**src/rtl/key_repeat_interpreter_if.sv**
```systemverilog
// Key event bus between a scan-code decoder and key_repeat_interpreter.
//
// Decoder side (master) drives one event per cycle on valid/makeBreak/outCode.
// Interpreter side (slave) returns one-cycle move/select pulses and the set of
// currently held keys.
//   valid        event strobe, qualifies makeBreak and outCode
//   makeBreak    1 = key pressed (make), 0 = key released (break)
//   outCode      8-bit scan code
//   moveXxxEn    one-cycle direction pulses (right/left/up/down)
//   selectEn     one-cycle select pulse
//   heldKeys     held state: [0] right, [1] left, [2] up, [3] down, [4] select
interface key_repeat_interpreter_if;

  logic       valid;
  logic       makeBreak;
  logic [7:0] outCode;
  logic       moveRightEn;
  logic       moveLeftEn;
  logic       moveUpEn;
  logic       moveDownEn;
  logic       selectEn;
  logic [4:0] heldKeys;

  modport master (
    output valid,
    output makeBreak,
    output outCode,
    input  moveRightEn,
    input  moveLeftEn,
    input  moveUpEn,
    input  moveDownEn,
    input  selectEn,
    input  heldKeys
  );

  modport slave (
    input  valid,
    input  makeBreak,
    input  outCode,
    output moveRightEn,
    output moveLeftEn,
    output moveUpEn,
    output moveDownEn,
    output selectEn,
    output heldKeys
  );

endinterface

```
**src/rtl/key_repeat_interpreter.sv**
```systemverilog
// Turns keyboard make/break events into one-cycle move/select pulses with
// optional hold-to-repeat on the four direction keys.
//
// A fresh press of a direction key pulses immediately, then (when REPEAT_EN
// is set) again after DELAY_CYCLES and every PERIOD_CYCLES while it stays the
// active direction. The newest direction press always takes over; releasing
// the active direction stops repeating without falling back to other keys.
// Select pulses once per press and never repeats.
//
// Ports:
//   clk      rising-edge clock
//   resetn   synchronous active-low reset
//   bus      key event bus (slave side): valid/makeBreak/outCode in,
//            move/select pulses and heldKeys out (all registered)
module key_repeat_interpreter #(
  parameter int unsigned REPEAT_EN     = 1,
  parameter int unsigned DELAY_CYCLES  = 25000000,
  parameter int unsigned PERIOD_CYCLES = 5000000,
  parameter int unsigned CNT_W         = 25
) (
  input logic                     clk,
  input logic                     resetn,
  key_repeat_interpreter_if.slave bus
);

  localparam logic [CNT_W-1:0] DelayLast  = CNT_W'(DELAY_CYCLES - 1);
  localparam logic [CNT_W-1:0] PeriodLast = CNT_W'(PERIOD_CYCLES - 1);
  localparam logic [2:0]       SelectIdx  = 3'd4;

  typedef enum logic [1:0] {
    StIdle,
    StDelay,
    StRepeat
  } state_e;

  state_e           stateQ, stateD;
  logic [CNT_W-1:0] timerQ, timerD;
  logic [1:0]       activeQ, activeD;
  logic [4:0]       heldQ, heldD;
  logic [3:0]       moveQ, moveD;
  logic             selectQ, selectD;

  // Scan code decode: index matches the heldKeys bit position.
  logic       keyHit;
  logic [2:0] keyIdx;

  always_comb begin
    keyHit = 1'b1;
    keyIdx = 3'd0;
    case (bus.outCode)
      8'h74:   keyIdx = 3'd0;
      8'h6B:   keyIdx = 3'd1;
      8'h75:   keyIdx = 3'd2;
      8'h72:   keyIdx = 3'd3;
      8'h5A:   keyIdx = SelectIdx;
      default: keyHit = 1'b0;
    endcase
  end

  logic       keyEvent;
  logic       isDir;
  logic [1:0] dirIdx;

  assign keyEvent = bus.valid && keyHit;
  assign isDir    = (keyIdx != SelectIdx);
  assign dirIdx   = keyIdx[1:0];

  logic expiry;
  logic takeover;

  always_comb begin
    stateD   = stateQ;
    timerD   = timerQ;
    activeD  = activeQ;
    heldD    = heldQ;
    moveD    = 4'b0000;
    selectD  = 1'b0;
    expiry   = 1'b0;
    takeover = 1'b0;

    // Free-running timer behaviour when no event intervenes.
    unique case (stateQ)
      StIdle: begin
        timerD = '0;
      end
      StDelay: begin
        if (timerQ == DelayLast) begin
          expiry = 1'b1;
          timerD = '0;
          stateD = StRepeat;
        end else begin
          timerD = timerQ + 1'b1;
        end
      end
      StRepeat: begin
        if (timerQ == PeriodLast) begin
          expiry = 1'b1;
          timerD = '0;
        end else begin
          timerD = timerQ + 1'b1;
        end
      end
      default: begin
        stateD = StIdle;
        timerD = '0;
      end
    endcase

    // Events that touch the FSM override the timer result above. Typematic
    // duplicates and breaks of non-active keys leave the timer running.
    if (keyEvent) begin
      if (bus.makeBreak) begin
        if (!heldQ[keyIdx]) begin
          heldD[keyIdx] = 1'b1;
          if (isDir) begin
            takeover       = 1'b1;
            activeD        = dirIdx;
            timerD         = '0;
            stateD         = (REPEAT_EN != 0) ? StDelay : StIdle;
            moveD[dirIdx]  = 1'b1;
          end else begin
            selectD = 1'b1;
          end
        end
      end else begin
        heldD[keyIdx] = 1'b0;
        if (isDir && (dirIdx == activeQ)) begin
          takeover = 1'b1;
          stateD   = StIdle;
          timerD   = '0;
        end
      end
    end

    // A select pulse wins over a coincident repeat pulse so the two never
    // overlap; the repeat schedule itself is unaffected.
    if (expiry && !takeover && !selectD) begin
      moveD[activeQ] = 1'b1;
    end
  end

  always_ff @(posedge clk) begin
    if (!resetn) begin
      stateQ  <= StIdle;
      timerQ  <= '0;
      activeQ <= 2'd0;
      heldQ   <= 5'b00000;
      moveQ   <= 4'b0000;
      selectQ <= 1'b0;
    end else begin
      stateQ  <= stateD;
      timerQ  <= timerD;
      activeQ <= activeD;
      heldQ   <= heldD;
      moveQ   <= moveD;
      selectQ <= selectD;
    end
  end

  assign bus.moveRightEn = moveQ[0];
  assign bus.moveLeftEn  = moveQ[1];
  assign bus.moveUpEn    = moveQ[2];
  assign bus.moveDownEn  = moveQ[3];
  assign bus.selectEn    = selectQ;
  assign bus.heldKeys    = heldQ;

endmodule

```
**src/flat_wrapper.sv**
```systemverilog
// flat-port wrapper written by rule: the top's interface ports become plain ports
module key_repeat_interpreter_flat 
#(
  parameter int unsigned REPEAT_EN     = 1,
  parameter int unsigned DELAY_CYCLES  = 25000000,
  parameter int unsigned PERIOD_CYCLES = 5000000,
  parameter int unsigned CNT_W         = 25
)
  (clk, resetn, bus_valid, bus_makeBreak, bus_outCode, bus_moveRightEn, bus_moveLeftEn, bus_moveUpEn, bus_moveDownEn, bus_selectEn, bus_heldKeys);
  key_repeat_interpreter_if bus_i ();
  input logic clk;
  input logic resetn;
  input wire logic [$bits(bus_i.valid)-1:0] bus_valid;
  input wire logic [$bits(bus_i.makeBreak)-1:0] bus_makeBreak;
  input wire logic [$bits(bus_i.outCode)-1:0] bus_outCode;
  output wire logic [$bits(bus_i.moveRightEn)-1:0] bus_moveRightEn;
  output wire logic [$bits(bus_i.moveLeftEn)-1:0] bus_moveLeftEn;
  output wire logic [$bits(bus_i.moveUpEn)-1:0] bus_moveUpEn;
  output wire logic [$bits(bus_i.moveDownEn)-1:0] bus_moveDownEn;
  output wire logic [$bits(bus_i.selectEn)-1:0] bus_selectEn;
  output wire logic [$bits(bus_i.heldKeys)-1:0] bus_heldKeys;
  assign bus_i.valid = bus_valid;
  assign bus_i.makeBreak = bus_makeBreak;
  assign bus_i.outCode = bus_outCode;
  assign bus_moveRightEn = bus_i.moveRightEn;
  assign bus_moveLeftEn = bus_i.moveLeftEn;
  assign bus_moveUpEn = bus_i.moveUpEn;
  assign bus_moveDownEn = bus_i.moveDownEn;
  assign bus_selectEn = bus_i.selectEn;
  assign bus_heldKeys = bus_i.heldKeys;
  key_repeat_interpreter #(.REPEAT_EN(REPEAT_EN), .DELAY_CYCLES(DELAY_CYCLES), .PERIOD_CYCLES(PERIOD_CYCLES), .CNT_W(CNT_W)) u_core (.clk(clk), .resetn(resetn), .bus(bus_i));
endmodule
```
**config.mk**
```make
export PLATFORM = sky130hd
export DESIGN_NAME = key_repeat_interpreter_flat
export DESIGN_NICKNAME = d
export VERILOG_FILES = /design/src/rtl/key_repeat_interpreter_if.sv /design/src/rtl/key_repeat_interpreter.sv /design/src/flat_wrapper.sv
export SDC_FILE = /design/constraint.sdc
export NUM_CORES = 1
export LEC_CHECK = 0
export CAP_MARGIN = 20
export CORE_ASPECT_RATIO = 1.75
export CORE_MARGIN = 2
export CORE_UTILIZATION = 51
export CTS_CLUSTER_DIAMETER = 80
export CTS_CLUSTER_SIZE = 28
export DETAILED_ROUTE_END_ITERATION = 12
export PLACE_DENSITY_LB_ADDON = 0.1
export SYNTH_ARGS = -nofsm -noshare
export SYNTH_HDL_FRONTEND = slang
export SYNTH_SLANG_ARGS = --single-unit
```
**constraint.sdc**
```tcl
create_clock -name clk -period 2.8 [get_ports clk]
set_clock_uncertainty 0.15 [all_clocks]
set_input_delay 0.84 -clock clk [delete_from_list [all_inputs] [get_ports clk]]
set_output_delay 0.84 -clock clk [all_outputs]
set_load 0.01 [all_outputs]
```
==> reports/qor.yml <==
status: "finished clean"
drc: 0
grt_max_degree: 22
ant_nets: 0
seqPwrFrac_pct: 55.4
avgSynthCellArea_sq_um: 8.578
worstPathRequired_ns: 2.85
yosys.area.top_type: "dfxtp_1"
synthFlopType: "dfxtp_1"
gp_congestion: 0.8781
grt_first_pass_wirelength_mm: 9.522
drive_above_1_share_pct: 25.64
initial_utilization_pct: 53.12
slew_viol_final: 0
die_h_um: 90.98
final-setup-viol-count: 0
vias: 2052
syn_nets: 274
wire_per_inst_um: 15.79
fillCellCount: 305
cts_tree: "built"
switchingPower_w: 0.0002332
synthCells: 257
grt_usage_pct: 26.27
worst_path_max_delay_cell: "or3b_4"
clock_path_buffers: 2
crit_top_cell: "buf_4"
drtIter0Drc: 70
syn_to_final_growth_pct: 37.57
vdd_ir_drop_max_mv: 0.3724
clock_sinks: 39
rows: 31
synth_cell_type_count: 54
ys_seq_elements: 39
cts_max_level: 2
synthTopCellsByArea: "dfxtp_1, nand2_1, xnor2_1"
grt_overflow: 0
cts_inserted_buffers: 5
hold_class: "reg2reg"
maxSlewHeadroom_pct: 74.47
dr.pass1.iters: 4
max_freq_mhz: 366.6
power.leakage_nw: 1.134
ys_seq_area_share_pct: 35.41
diodes: 0
core_sq_mm: 0.004150
grt_pass1_vias: 2107
p_total_w: 0.001001
tightestPinTransition_ns: 0.3819
p_sw_share_pct: 23.30
worstSetupEndpointType: "flop"
p_int_w: 0.0007678
finalCritPeriodShare_pct: 97.41
synth_top_area_share_pct: 35.41
rrSetupSlack_ns: 0.39
die_w_um: 53.70
powerDensity_mw_per_mm2: 330.1
stdcell_count: 361
arrival_ns: 2.77
fin_crit_ns: 2.727
synth-async-reset-ratio_pct: 0
cts_root_buffer: "clkbuf_8"
crit_path_max_incr_delay_ns: 0.42
crit_family: "buffers and inverters"
start_kind: "input pin"
yosysWarnings: 0
finalNetCount: 328
p_clk_share_pct: 37.2
power_frac_comb_pct: 7.4
clk_latency_ns: 0.30
place_inst: 342
worstSetupPathType: "in2reg"
multi_input_area_sq_mm: 0.001525
hpwl_mm: 3.846
critPathBufInv: 4
clkTransAtPathRegs_ns: 0.07
antenna_found_initial: 0
drv_cap: 0
ff_latch_area_sq_um: 780.7
worstPathCellList: "dlygate4sd2_1 > or3b_4 > buf_4 > a211oi_4 > o211ai_1 > buf_4 > o21ba_4 > bufbuf_16 > nor2_1"
wl_mm: 5.701
viasPerCell: 5.684
port_buffers: 21
synth_edf_count: 0
finalHoldViolations: 0
holdBufCountCts: 0
ioPinCount: 22
crit_fanout: 6
syn_area_sq_mm: 0.002205
dieArea_sq_mm: 0.004885
-- power groups by stage --
stage | logic (W) | clock network (W) | registers, W
after floorplan | 0.0000218 | 0 | 0.000568
after global placement | 0.0000627 | 0 | 0.000568
after detailed placement | 0.0000628 | 0 | 0.000568
after CTS | 0.0000683 | 0.000381 | 0.000555
after global routing | 0.0000797 | 0.000404 | 0.000555
final | 0.0000737 | 0.000373 | 0.000555
-- layout make-up --
| class | instances | area share (%) |
|---|---|---|
| clock buffer | 7 | 2.517 |
| clock inverter | 1 | 0.1650 |
| inverter | 11 | 1.361 |
| multi-input combinational | 197 | 50.29 |
| sequential | 39 | 25.74 |
| tap | 49 | 2.021 |
| timing repair buffer | 57 | 17.90 |
-- stage by stage --
stage	util [%]	hold WS, ns	cell area, sq um	setup slack [ns]	TNS [ns]
floorplan	-	0.2903	2205	0.05340	0
global placement	63.13	0.3161	2620	-0.3467	-10.93
detailed placement	63.13	0.3313	2620	-0.3755	-12.54
CTS	71.51	0.3395	2968	0.03249	0
global route	73.08	0.3476	3033	-0.01649	-0.06603
finish	73.08	0.3350	3033	0.07256	0
-- cell families (layout without fill, tap and decap cells) --
logic type      count (synthesis)  count (layout)  share of synthesized area (%)
simple gates                  137             137                          35.47
buf+inv                        21              76                          4.427
compound gates                 28              28                          11.01
mux                             2               2                         0.9081
xor+xnor                       25              25                          9.932
flops                          39              39                          35.41
fa+ha+maj                       5               5                          2.838
-- synth_stat cells (2+ instances only) --
| master | number |
|---|---|
| nor3b_1 | 15 |
| and2_1 | 3 |
| mux2i_1 | 2 |
| inv_1 | 11 |
| o221a_2 | 3 |
| clkbuf_1 | 5 |
| a21oi_1 | 3 |
| nor4b_1 | 2 |
| ha_1 | 5 |
| buf_2 | 3 |
| o211ai_1 | 3 |
| nor2_1 | 28 |
| xor2_1 | 12 |
| nand3_1 | 9 |
| nor3_1 | 9 |
| nand2_1 | 31 |
| nor4_1 | 3 |
| buf_6 | 2 |
| nor2b_1 | 2 |
| or4_1 | 5 |
| o21a_1 | 2 |
| and4bb_2 | 2 |
| and4b_1 | 2 |
| or3_1 | 2 |
| and4_1 | 4 |
| dfxtp_1 | 39 |
| nand3b_1 | 3 |
| xnor2_1 | 13 |
| nand4_1 | 6 |
| o32ai_1 | 4 |
-- cells in the final DEF (no fill, tap or decap), types with 4 or more instances in the layout --
cell type        netlist  routed
dfxtp_1               39      39
nand2_1               31      31
buf_4                  0      31
nor2_1                28      25
nor3b_2                0      13
xnor2_1               13      13
clkdlybuf4s50_1        0      13
inv_1                 11      11
xor2_1                12      10
nand3_1                9       9
nor3_1                 9       8
nand4_1                6       6
dlygate4sd2_1          0       6
or4_1                  5       5
ha_1                   5       5
clkbuf_8               0       5
o32ai_1                4       4
-- final timing paths --
| path | startpoint | to | depth (start not counted) |
|---|---|---|---|
| max | bus_outCode[0] | u_core.timerQ[9] | 9 |
| min | u_core.timerQ[0] | u_core.timerQ[0] | 1 |
| max reg2reg | u_core.timerQ[0] | u_core.timerQ[16] | 7 |
| min reg2reg | u_core.timerQ[0] | u_core.timerQ[0] | 1 |
-- timing repair --
action | CTS | global route
gates cloned | 2 | 0
buffers inserted | 7 | 2
pin swaps | 10 | 15
endpoints found under the setup margin | 25 | 27
resized for setup | 36 | 9
-- per-layer routing --
metal  up-vias  share of wire [%]  global-route usage [%]
met4         0                3.6                   16.24
li1       1024                  -                       -
met2        36                 57                   46.04
met5         -                  0                       0
met1       977                 37                   26.66
met3        15                2.1                   4.770
Power figures use the tool's default switching activity.
